<file path="config.mk">
export PLATFORM = sky130hd
export DESIGN_NAME = z80_bus_responder_flat
export DESIGN_NICKNAME = d
export VERILOG_FILES = /design/src/rtl/z80_bus_responder_pkg.sv /design/src/rtl/z80_bus_responder_if.sv /design/src/rtl/z80_bus_responder_irq_ctrl.sv /design/src/rtl/z80_bus_responder.sv /design/src/flat_wrapper.sv
export SDC_FILE = /design/constraint.sdc
export NUM_CORES = 1
export LEC_CHECK = 0
export ABC_AREA = 0
export CELL_PAD_IN_SITES_DETAIL_PLACEMENT = 0
export CELL_PAD_IN_SITES_GLOBAL_PLACEMENT = 1
export CORE_AREA = 2 2 68 102
export DETAILED_ROUTE_END_ITERATION = 8
export DIE_AREA = 0 0 70 104
export GPL_ROUTABILITY_DRIVEN = 0
export HOLD_SLACK_MARGIN = 0.08
export PLACE_DENSITY_LB_ADDON = 0.1
export SYNTH_ARGS = -nofsm -noshare
export SYNTH_HDL_FRONTEND = slang
export SYNTH_SLANG_ARGS = --single-unit
export TNS_END_PERCENT = 10
</file>
<file path="constraint.sdc">
create_clock -name clk -period 2.7 [get_ports clk]
set_input_delay 0.54 -clock clk [delete_from_list [all_inputs] [get_ports clk]]
set_output_delay 0.54 -clock clk [all_outputs]
set_load 0.01 [all_outputs]
</file>
<file path="src/rtl/z80_bus_responder_pkg.sv">
// Shared types and helpers for the Z80 bus responder: FSM states, bus cycle kinds,
// the value seen on a floating data bus, and cycle-kind classification functions.
package z80_bus_pkg;

    typedef enum logic [1:0] {
        ST_IDLE = 2'd0,
        ST_REQ  = 2'd1,
        ST_HOLD = 2'd2,
        ST_INTA = 2'd3
    } state_e;

    typedef enum logic [2:0] {
        K_MEM_RD = 3'd0,
        K_MEM_WR = 3'd1,
        K_IO_RD  = 3'd2,
        K_IO_WR  = 3'd3,
        K_INTA   = 3'd4
    } cyc_kind_e;

    localparam logic [7:0] BUS_FLOAT = 8'hFF;

    function automatic logic kind_is_read(input cyc_kind_e kind);
        return (kind == K_MEM_RD) || (kind == K_IO_RD);
    endfunction

    function automatic logic kind_is_write(input cyc_kind_e kind);
        return (kind == K_MEM_WR) || (kind == K_IO_WR);
    endfunction

    function automatic logic kind_is_io(input cyc_kind_e kind);
        return (kind == K_IO_RD) || (kind == K_IO_WR);
    endfunction

endpackage

</file>
<file path="src/rtl/z80_bus_responder_if.sv">
// Signal bundle between the Z80 core/backend side (master) and the bus responder (slave).
interface z80_bus_responder_if;

    logic [15:0] A;
    logic [7:0]  cpu_dout;
    logic        m1_n;
    logic        mreq_n;
    logic        iorq_n;
    logic        rd_n;
    logic        wr_n;
    logic        rfsh_n;
    logic [7:0]  cpu_di;
    logic        cpu_di_en;
    logic        wait_n;
    logic        int_n;
    logic        bk_req;
    logic        bk_we;
    logic        bk_io;
    logic [15:0] bk_addr;
    logic [7:0]  bk_wdata;
    logic        bk_ack;
    logic [7:0]  bk_rdata;
    logic        irq_req;
    logic [7:0]  irq_vector;
    logic        bus_err;

    modport master (
        output A, cpu_dout, m1_n, mreq_n, iorq_n, rd_n, wr_n, rfsh_n,
               bk_ack, bk_rdata, irq_req, irq_vector,
        input  cpu_di, cpu_di_en, wait_n, int_n,
               bk_req, bk_we, bk_io, bk_addr, bk_wdata, bus_err
    );

    modport slave (
        input  A, cpu_dout, m1_n, mreq_n, iorq_n, rd_n, wr_n, rfsh_n,
               bk_ack, bk_rdata, irq_req, irq_vector,
        output cpu_di, cpu_di_en, wait_n, int_n,
               bk_req, bk_we, bk_io, bk_addr, bk_wdata, bus_err
    );

endinterface

</file>
<file path="src/rtl/z80_bus_responder_irq_ctrl.sv">
// Interrupt source for the responder: irq_req rising-edge detect, pending flag,
// registered int_n and the IM2 vector mux (floating bus when nothing is pending).
module z80_irq_ctrl
    import z80_bus_pkg::*;
(
    input  logic       clk,
    input  logic       reset,
    input  logic       irq_req,
    input  logic [7:0] irq_vector,
    input  logic       clear,
    output logic       int_n,
    output logic       pending,
    output logic [7:0] vector
);

    logic irq_d_r;
    logic pending_r;
    logic int_n_r;
    logic rise_s;
    logic pending_nx_s;

    // Edge detect; a new edge outranks a clear arriving in the same cycle
    always_comb begin
        rise_s       = irq_req && !irq_d_r;
        pending_nx_s = rise_s || (pending_r && !clear);
    end

    // Edge history, pending flag and int_n registers
    always_ff @(posedge clk) begin
        if (reset) begin
            irq_d_r   <= 1'b0;
            pending_r <= 1'b0;
            int_n_r   <= 1'b1;
        end else begin
            irq_d_r   <= irq_req;
            pending_r <= pending_nx_s;
            int_n_r   <= !pending_nx_s;
        end
    end

    assign int_n   = int_n_r;
    assign pending = pending_r;
    assign vector  = pending_r ? irq_vector : BUS_FLOAT;

endmodule

</file>
<file path="src/rtl/z80_bus_responder.sv">
// Z80 bus target: windowed memory/I/O decode to a req/ack backend, wait_n stretching,
// IM2 interrupt acknowledge. Define Z80_BUS_RESPONDER_TIMEOUT_EN for the backend ack deadline.
module z80_bus_responder
    import z80_bus_pkg::*;
#(
    parameter logic [15:0] MEM_BASE = 16'h0000,
    parameter logic [15:0] MEM_MASK = 16'hC000,
    parameter logic [7:0]  IO_BASE  = 8'h10,
    parameter logic [7:0]  IO_MASK  = 8'hF0,
    parameter int          TIMEOUT  = 255
) (
    input logic                clk,
    input logic                reset,
    z80_bus_responder_if.slave bus
);

    state_e    state_r;
    state_e    state_nx_s;
    cyc_kind_e kind_s;
    cyc_kind_e kind_r;

    logic strobe_s;
    logic mem_cyc_s;
    logic io_cyc_s;
    logic inta_s;
    logic bus_idle_s;
    logic start_s;
    logic to_hit_s;

    logic wait_n_s;
    logic start_evt_s;
    logic ack_evt_s;
    logic timeout_evt_s;
    logic inta_enter_s;
    logic release_evt_s;
    logic inta_clr_s;

    logic        bk_req_r;
    logic        bk_we_r;
    logic        bk_io_r;
    logic [15:0] bk_addr_r;
    logic [7:0]  bk_wdata_r;
    logic [7:0]  cpu_di_r;
    logic        cpu_di_en_r;
    logic        inta_had_r;

    logic        pending_s;
    logic [7:0]  vec_s;
    logic        int_n_s;

    // Strobe decode; refresh cycles are excluded through rfsh_n
    always_comb begin
        strobe_s   = !bus.rd_n || !bus.wr_n;
        mem_cyc_s  = !bus.mreq_n && bus.rfsh_n && strobe_s;
        io_cyc_s   = !bus.iorq_n && bus.m1_n && strobe_s;
        inta_s     = !bus.m1_n && !bus.iorq_n;
        bus_idle_s = bus.rd_n && bus.wr_n && bus.mreq_n && bus.iorq_n;
        start_s    = (mem_cyc_s && ((bus.A & MEM_MASK) == MEM_BASE)) ||
                     (io_cyc_s && ((bus.A[7:0] & IO_MASK) == IO_BASE));
        if (io_cyc_s) begin
            kind_s = bus.wr_n ? K_IO_RD : K_IO_WR;
        end else if (mem_cyc_s) begin
            kind_s = bus.wr_n ? K_MEM_RD : K_MEM_WR;
        end else begin
            kind_s = K_INTA;
        end
    end

    // FSM state register
    always_ff @(posedge clk) begin
        if (reset) begin
            state_r <= ST_IDLE;
        end else begin
            state_r <= state_nx_s;
        end
    end

    // Next state, wait_n and the datapath events
    always_comb begin
        state_nx_s    = state_r;
        wait_n_s      = 1'b1;
        start_evt_s   = 1'b0;
        ack_evt_s     = 1'b0;
        timeout_evt_s = 1'b0;
        inta_enter_s  = 1'b0;
        release_evt_s = 1'b0;
        inta_clr_s    = 1'b0;
        case (state_r)
            ST_IDLE: begin
                if (start_s) begin
                    wait_n_s    = 1'b0;
                    start_evt_s = 1'b1;
                    state_nx_s  = ST_REQ;
                end else if (inta_s) begin
                    inta_enter_s = 1'b1;
                    state_nx_s   = ST_INTA;
                end else begin
                    state_nx_s = ST_IDLE;
                end
            end
            ST_REQ: begin
                wait_n_s = 1'b0;
                if (bus.bk_ack) begin
                    ack_evt_s  = 1'b1;
                    state_nx_s = ST_HOLD;
                end else if (to_hit_s) begin
                    timeout_evt_s = 1'b1;
                    state_nx_s    = ST_HOLD;
                end else begin
                    state_nx_s = ST_REQ;
                end
            end
            ST_HOLD: begin
                if (bus_idle_s) begin
                    release_evt_s = 1'b1;
                    state_nx_s    = ST_IDLE;
                end else begin
                    state_nx_s = ST_HOLD;
                end
            end
            ST_INTA: begin
                if (bus.iorq_n) begin
                    release_evt_s = 1'b1;
                    inta_clr_s    = inta_had_r;
                    state_nx_s    = ST_IDLE;
                end else begin
                    state_nx_s = ST_INTA;
                end
            end
            default: begin
                state_nx_s = ST_IDLE;
            end
        endcase
    end

    // Backend request fields and CPU read-data registers
    always_ff @(posedge clk) begin
        if (reset) begin
            bk_req_r    <= 1'b0;
            bk_we_r     <= 1'b0;
            bk_io_r     <= 1'b0;
            bk_addr_r   <= 16'h0000;
            bk_wdata_r  <= 8'h00;
            kind_r      <= K_MEM_RD;
            cpu_di_r    <= BUS_FLOAT;
            cpu_di_en_r <= 1'b0;
            inta_had_r  <= 1'b0;
        end else if (start_evt_s) begin
            bk_req_r   <= 1'b1;
            bk_we_r    <= kind_is_write(kind_s);
            bk_io_r    <= kind_is_io(kind_s);
            bk_addr_r  <= kind_is_io(kind_s) ? {8'h00, bus.A[7:0]} : bus.A;
            bk_wdata_r <= bus.cpu_dout;
            kind_r     <= kind_s;
        end else if (ack_evt_s || timeout_evt_s) begin
            // A timed-out read returns the floating-bus value
            bk_req_r    <= 1'b0;
            cpu_di_en_r <= kind_is_read(kind_r);
            cpu_di_r    <= (ack_evt_s && kind_is_read(kind_r)) ? bus.bk_rdata : BUS_FLOAT;
        end else if (inta_enter_s) begin
            cpu_di_r    <= vec_s;
            cpu_di_en_r <= 1'b1;
            inta_had_r  <= pending_s;
        end else if (release_evt_s) begin
            cpu_di_r    <= BUS_FLOAT;
            cpu_di_en_r <= 1'b0;
            inta_had_r  <= 1'b0;
        end
    end

`ifdef Z80_BUS_RESPONDER_TIMEOUT_EN
    localparam int TO_W = ($clog2(TIMEOUT + 32'sd1) > 32'sd8) ? $clog2(TIMEOUT + 32'sd1) : 32'sd8;

    logic [TO_W-1:0] to_cnt_r;
    logic            bus_err_r;

    // REQ dwell counter and one-cycle bus error strobe
    always_ff @(posedge clk) begin
        if (reset) begin
            to_cnt_r  <= {TO_W{1'b0}};
            bus_err_r <= 1'b0;
        end else begin
            bus_err_r <= timeout_evt_s;
            if (state_r == ST_REQ) begin
                to_cnt_r <= to_cnt_r + {{(TO_W - 1){1'b0}}, 1'b1};
            end else begin
                to_cnt_r <= {TO_W{1'b0}};
            end
        end
    end

    assign to_hit_s    = (to_cnt_r == TO_W'(TIMEOUT - 32'sd1));
    assign bus.bus_err = bus_err_r;
`else
    logic unused_timeout_s;
    assign unused_timeout_s = (TIMEOUT == 32'sd0);
    assign to_hit_s         = 1'b0;
    assign bus.bus_err      = 1'b0;
`endif

    z80_irq_ctrl u_irq_ctrl (
        .clk        (clk),
        .reset      (reset),
        .irq_req    (bus.irq_req),
        .irq_vector (bus.irq_vector),
        .clear      (inta_clr_s),
        .int_n      (int_n_s),
        .pending    (pending_s),
        .vector     (vec_s)
    );

    assign bus.wait_n    = wait_n_s;
    assign bus.int_n     = int_n_s;
    assign bus.bk_req    = bk_req_r;
    assign bus.bk_we     = bk_we_r;
    assign bus.bk_io     = bk_io_r;
    assign bus.bk_addr   = bk_addr_r;
    assign bus.bk_wdata  = bk_wdata_r;
    assign bus.cpu_di    = cpu_di_r;
    assign bus.cpu_di_en = cpu_di_en_r;

endmodule

</file>
<file path="src/flat_wrapper.sv">
// flat-port wrapper written by rule: the top's interface ports become plain ports
module z80_bus_responder_flat import z80_bus_pkg::*;
#(
    parameter logic [15:0] MEM_BASE = 16'h0000,
    parameter logic [15:0] MEM_MASK = 16'hC000,
    parameter logic [7:0]  IO_BASE  = 8'h10,
    parameter logic [7:0]  IO_MASK  = 8'hF0,
    parameter int          TIMEOUT  = 255
)
  (clk, reset, bus_A, bus_cpu_dout, bus_m1_n, bus_mreq_n, bus_iorq_n, bus_rd_n, bus_wr_n, bus_rfsh_n, bus_bk_ack, bus_bk_rdata, bus_irq_req, bus_irq_vector, bus_cpu_di, bus_cpu_di_en, bus_wait_n, bus_int_n, bus_bk_req, bus_bk_we, bus_bk_io, bus_bk_addr, bus_bk_wdata, bus_bus_err);
  z80_bus_responder_if bus_i ();
  input logic clk;
  input logic reset;
  input wire logic [$bits(bus_i.A)-1:0] bus_A;
  input wire logic [$bits(bus_i.cpu_dout)-1:0] bus_cpu_dout;
  input wire logic [$bits(bus_i.m1_n)-1:0] bus_m1_n;
  input wire logic [$bits(bus_i.mreq_n)-1:0] bus_mreq_n;
  input wire logic [$bits(bus_i.iorq_n)-1:0] bus_iorq_n;
  input wire logic [$bits(bus_i.rd_n)-1:0] bus_rd_n;
  input wire logic [$bits(bus_i.wr_n)-1:0] bus_wr_n;
  input wire logic [$bits(bus_i.rfsh_n)-1:0] bus_rfsh_n;
  input wire logic [$bits(bus_i.bk_ack)-1:0] bus_bk_ack;
  input wire logic [$bits(bus_i.bk_rdata)-1:0] bus_bk_rdata;
  input wire logic [$bits(bus_i.irq_req)-1:0] bus_irq_req;
  input wire logic [$bits(bus_i.irq_vector)-1:0] bus_irq_vector;
  output wire logic [$bits(bus_i.cpu_di)-1:0] bus_cpu_di;
  output wire logic [$bits(bus_i.cpu_di_en)-1:0] bus_cpu_di_en;
  output wire logic [$bits(bus_i.wait_n)-1:0] bus_wait_n;
  output wire logic [$bits(bus_i.int_n)-1:0] bus_int_n;
  output wire logic [$bits(bus_i.bk_req)-1:0] bus_bk_req;
  output wire logic [$bits(bus_i.bk_we)-1:0] bus_bk_we;
  output wire logic [$bits(bus_i.bk_io)-1:0] bus_bk_io;
  output wire logic [$bits(bus_i.bk_addr)-1:0] bus_bk_addr;
  output wire logic [$bits(bus_i.bk_wdata)-1:0] bus_bk_wdata;
  output wire logic [$bits(bus_i.bus_err)-1:0] bus_bus_err;
  assign bus_i.A = bus_A;
  assign bus_i.cpu_dout = bus_cpu_dout;
  assign bus_i.m1_n = bus_m1_n;
  assign bus_i.mreq_n = bus_mreq_n;
  assign bus_i.iorq_n = bus_iorq_n;
  assign bus_i.rd_n = bus_rd_n;
  assign bus_i.wr_n = bus_wr_n;
  assign bus_i.rfsh_n = bus_rfsh_n;
  assign bus_i.bk_ack = bus_bk_ack;
  assign bus_i.bk_rdata = bus_bk_rdata;
  assign bus_i.irq_req = bus_irq_req;
  assign bus_i.irq_vector = bus_irq_vector;
  assign bus_cpu_di = bus_i.cpu_di;
  assign bus_cpu_di_en = bus_i.cpu_di_en;
  assign bus_wait_n = bus_i.wait_n;
  assign bus_int_n = bus_i.int_n;
  assign bus_bk_req = bus_i.bk_req;
  assign bus_bk_we = bus_i.bk_we;
  assign bus_bk_io = bus_i.bk_io;
  assign bus_bk_addr = bus_i.bk_addr;
  assign bus_bk_wdata = bus_i.bk_wdata;
  assign bus_bus_err = bus_i.bus_err;
  z80_bus_responder #(.MEM_BASE(MEM_BASE), .MEM_MASK(MEM_MASK), .IO_BASE(IO_BASE), .IO_MASK(IO_MASK), .TIMEOUT(TIMEOUT)) u_core (.clk(clk), .reset(reset), .bus(bus_i));
endmodule
</file>
After elaboration in Yosys (flattened, before gate mapping):

Index checks and enable logic that the tools add are counted.

* bits in registers: 45
* bits in latches: 0
* RAM bits: 0
* bits in read-only memories: 0
* input port bits: 50
* output and inout bits: 39
* word-level logic and storage cells: 94
* memories kept: 0

* $add $sub $neg: 0
* multipliers: 0
* divide/modulo/power cells: 0
* order comparisons: 0
* equal/unequal tests: 8
* shift-type cells: 0
* multiplexer cells: 36
* bitwise gates (word level): 2
* reduce and logical (&&, ||, !) cells: 35

Operator list (number)
* 8-bit two-way mux: 5
* 1-bit two-way mux: 20
* 16-bit zero test: 1
* 16-bit two-way mux: 1
* 1-bit logical AND: 13
* 2-bit two-way mux: 5
* 3-bit by 2-bit equality test with 1-bit output, second input constant: 3
* 1-bit zero test: 8
* 2-bit one-hot mux with 4 select lines: 1
* 1-bit logical OR: 6
* 3-bit two-way mux: 2
* 2-bit equality test, second input constant: 2
* 4-bit by 1-bit equality test with 1-bit output, second input constant: 1
* 1-bit one-hot mux with 2 select lines: 2
* 2-bit nonzero test: 2
* 3-bit by 1-bit equality test with 1-bit output, second input constant: 1
* 3-bit zero test: 1
* 3-bit AND reduction: 1
* 3-bit nonzero test: 1
* 2-bit by 1-bit equality test with 1-bit output, second input constant: 1
* 2-bit zero test: 1
* 1-bit NOT: 2
* 2-bit AND reduction: 1

Depth between registers and ports, before layout:

Gate-level depths: netlist of the first run.

* depth in word-level cells: 9
* mapped depth: 7
* depth with buffers taken out: 5

Hierarchy:

Synthesis of the first run repeated with hierarchy kept, for this count alone.

* cells, all modules: 192
* area total of the unflattened synthesis: 1799.2 µm²

Modules (own cells, without submodules)
* z80_bus_responder: times used 1, cells each 176, area an instance 1655.3 µm², sequential area each 820.8 µm²
* z80_irq_ctrl: times used 1, cells each 16, area an instance 143.9 µm², sequential area each 60.1 µm²

Least setup slack after synthesis of the first run:

Ideal clock, no wire load.

* path kind: in2reg
* start: input bus_A[14]
* end: register u_core.bk_addr_r[7] (netlist: u_core.bus.bk_addr[7])
* library setup time: 0.128 ns
* data arrival time: 1.966 ns
* required time: 2.572 ns
* slack: 0.607 ns
* stages on the path: 6
* path buffers: 1
* path through: or4b_1 > nand2b_4 > a211oi_4 > buf_6 > mux2i_1 > nor2_1

* word-level cells in the longest chain between the ends: 5

RTL lines
* from (decl): RTL line flat_wrapper.sv:14 `input wire logic [$bits(bus_i.A)-1:0] bus_A;`
* 16-bit zero test: RTL line z80_bus_responder.sv:58 `start_s = (mem_cyc_s && ((bus.A & MEM_MASK) == MEM_BASE)) ||`
* 1-bit logical AND: RTL line z80_bus_responder.sv:58
* 1-bit logical OR: RTL line z80_bus_responder.sv:58
* 1-bit two-way mux: RTL line z80_bus_responder.sv:90 `if (start_s) begin`
* 1-bit two-way mux: RTL line z80_bus_responder.sv:88 `case (state_r)`
* to (signal assigned): RTL line z80_bus_responder.sv:152 `bk_addr_r <= kind_is_io(kind_s) ? {8'h00, bus.A[7:0]} : bus.A;`
* to (decl): RTL line z80_bus_responder.sv:41 `logic [15:0] bk_addr_r;`

Every way passes these cells.
A chain may end at the register's enable or synchronous reset.

Final worst setup path of the first run:

* start: input bus_A[14]
* end: output bus_wait_n

* word-level cells in the longest chain between the ends: 5

RTL lines
* 16-bit zero test: RTL line z80_bus_responder.sv:58
* 1-bit logical AND: RTL line z80_bus_responder.sv:58
* 1-bit logical OR: RTL line z80_bus_responder.sv:58
* 1-bit two-way mux: RTL line z80_bus_responder.sv:90
* 1-bit one-hot mux with 2 select lines: RTL line z80_bus_responder.sv:88
* to (decl): RTL line flat_wrapper.sv:28 `output wire logic [$bits(bus_i.wait_n)-1:0] bus_wait_n;`

Every way passes these cells.

==> results.cfg, run 1 <==
[power_and_ir_drop]
combPwrFrac_pct = 17.3
seqPwrFrac_pct = 51.5
power_density_nw_per_um2 = 481
swShare_pct = 24.3
clockPowerShare_pct = 31.2
p_total_w = 0.00136
p_sw_w = 0.000329
ir_drop_mv = 0.238
leakagePower_nw = 1.02
internal_power_w = 0.00103

[critical_path]
path_class = input pin to output pin
cpPeakStageDelay_ns = 0.54
critical_path.cell_chain = clkdlybuf4s50_1, or4b_4, nand2b_4, nand2_1, o21bai_1, dlygate4sd2_1
worstSetupStartpointType = input pin
worst_setup_path_end_kind = output pin
crit_fanout = 2
required_ns = 2.16
cpMaxStageDelayCell = or4b_4
cp.arrival_ns = 2.04

[route]
vias = 1594
antenna_left = 0
wl_mm = 4.52
wl_per_cell_um = 12.8
drt_iter0_markers = 46
drcViolationCount = 0
drtPass1Iterations = 4
vias_per_cell = 4.53

[placement]
dp_hpwl_mm = 3.32
place.port_buffers = 87

[die]
io_pins = 89
coreArea_um2 = 6400
core.rowCount = 36
initial_core_util_pct = 27.0
dieWidth_um = 70
die_h_um = 104
dieArea_um2 = 7280

[sta]
finalSetupViolations = 0
hold_viol_final = 0
max_freq_mhz = 388
fin_skew_ns = 0.00571
fin_hold_ws_ns = 0.458
fin_crit_ns = 2.58
fin_crit_sh_pct = 95.5
grt_setup_unrepaired = false
slew_viol_final = 0

[cts]
post_cts_buffers = 0
cts.root.buffer_cell = clkbuf_8
worstSkewPairLatency_ns = 0.29
clkTransAtPathRegs_ns = 0.08
cts_tree = built
cts.htree.levels = 2
ctsLongestPathBuffers = 2
numCtsBuffers = 5
cts_sinks = 44

[cells_and_area]
layout_commonest_cell = clkdlybuf4s50_1
diodes = 0
finalNetCount = 325
final_cell_mix = clkdlybuf4s50_1, dfxtp_1, nor2_1
drive_gt1_share_pct = 8.70
synthToLayoutAreaGrowth_pct = 63.1

[yosys]
ys.flop_type = dfxtp_1
yosysTopAreaCellShare_pct = 50.9
synth_edf_count = 0
yosysWarnings = 0
synth_cells = 184
avgSynthCellArea_um2 = 9.40
async_flop_share_pct = 0
yosysTopAreaCell = dfxtp_1
syn-num-nets = 234
synth_area_leaders = dfxtp_1, mux2i_1, a21oi_1
ys_seq_area_share_pct = 50.9
syn-cell-area_um2 = 1730
synthDistinctLibCells = 33
ys_seq_elements = 44

[flow_run]
cap_violations = 0

[min_path]
worst_hold_path_type = register to register

[run_status]
outcome = complete, no violations

[global_routing]
grt_max_degree = 41
grt_overflow = 0
grt_first_pass_wirelength_mm = 7.72
grt_pass1_vias = 1629
grt_usage_pct = 13.1
antenna_found_initial = 0
## final timing paths
kind,startpoint,to,slack [ns],cells after the start
setup / recovery,bus_A[14],bus_wait_n,0.12,6
setup reg to reg,u_core.state_r[0]$_SDFF_PP0_,u_core.bus.cpu_di[1]$_SDFFE_PP1P_,0.95,4
hold reg to reg,u_core.bus.bk_addr[14]$_SDFFE_PP0P_,u_core.bus.bk_addr[14]$_SDFFE_PP0P_,0.46,1
hold / removal,u_core.bus.bk_addr[14]$_SDFFE_PP0P_,u_core.bus.bk_addr[14]$_SDFFE_PP0P_,0.46,1
## Yosys cell counts (all sizes together), types with 2 or more instances
master  instances
dfxtp          44
nor2           21
a21oi          19
mux2i          17
nand3          10
o21ai           9
o22ai           9
clkbuf          7
nand2           7
nand2b          7
buf             6
and2            4
inv             3
a31oi           2
nand3b          2
nor2b           2
o21a            2
## per-stage QoR
step / setup slack (ns) / util (%) / area [µm²] / cells / setup TNS (ns)
detailed placement: -0.155 / 42.5 / 2720 / 344 / -0.913
CTS: 0.0779 / 44.0 / 2820 / 352 / 0
floorplan: 0.607 / - / 1730 / 184 / 0
global route: 0.0125 / 44.1 / 2820 / 352 / 0
global placement: -0.140 / 42.5 / 2720 / 344 / -0.320
finish: 0.122 / 44.1 / 2820 / 352 / 0
## registers in the layout (all words and copies together), names as in the netlist
signal,count
u_core.bus.bk_addr,16
u_core.u_irq_ctrl.pending,1
u_core.bus.bk_req,1
u_core.bus.bk_we,1
u_core.bus.bk_wdata,8
u_core.bus.bk_io,1
u_core.bus.cpu_di,8
u_core.state_r,2
u_core.u_irq_ctrl.irq_d_r,1
u_core.inta_had_r,1
u_core.kind_r,2
u_core.u_irq_ctrl.int_n,1
u_core.bus.cpu_di_en,1
## kinds of logic (layout without fill, tap and decap cells)
family | after synthesis | count (layout) | share of synthesized area [%]
flops | 44 | 44 | 50.9
other cells | 1 | 1 | 0.217
mux | 17 | 17 | 9.84
simple gates | 61 | 61 | 18.3
buf+inv | 16 | 108 | 5.06
compound gates | 45 | 45 | 15.6
## area by class of cell
class	instances	area (µm²)
clock buffers	6	82.6
multi-input cells	124	771
repair buffers	97	970
flip-flops and latches	44	881
clock inverters	2	10.0
well taps	76	95.1
fillers	656	3580
inverters	3	11.3
## worst max-delay path, delay by kind of cell
family	cells	cell delay, ns
AND/OR/NAND/NOR	3	0.74
buffers and inverters	2	0.70
AO/OA/AOI/OAI	1	0.05
## power by group through the flow
stage / Combinational, W / Sequential [W] / Clock, W
2_1_floorplan: 0.0000895 / 0.000715 / 0
3_3_place_gp: 0.000238 / 0.000714 / 0
3_5_place_dp: 0.000238 / 0.000714 / 0
6_report: 0.000235 / 0.000698 / 0.000423
5_1_grt: 0.000260 / 0.000704 / 0.000468
4_1_cts: 0.000239 / 0.000699 / 0.000445
## metal layers
layer,global-route usage (%),vias to the layer above,wire (µm)
met4,4.95,0,84
met1,15.4,719,1910
met3,3.78,5,303
li1,-,817,-
met5,0,-,0
met2,22.2,53,2220
## what timing repair did
item | 4_1_cts | 5_1_grt
resized for setup | 2 | 1
pin swaps | 0 | 0
hold buffers | 0 | 0
setup endpoints to repair | 1 | 1
Power figures use the tool's default switching activity.
==> inputs of run 2 (changes only) <==
--- a/config.mk
+++ b/config.mk
@@ -9,6 +9,7 @@
 export CELL_PAD_IN_SITES_DETAIL_PLACEMENT = 0
 export CELL_PAD_IN_SITES_GLOBAL_PLACEMENT = 1
 export CORE_AREA = 2 2 68 102
+export CTS_CLUSTER_DIAMETER = 60
 export DETAILED_ROUTE_END_ITERATION = 8
 export DIE_AREA = 0 0 70 104
 export GPL_ROUTABILITY_DRIVEN = 0
==> results of run 2 <==
Final layout, timing and power as in run 1 (identical DEF).
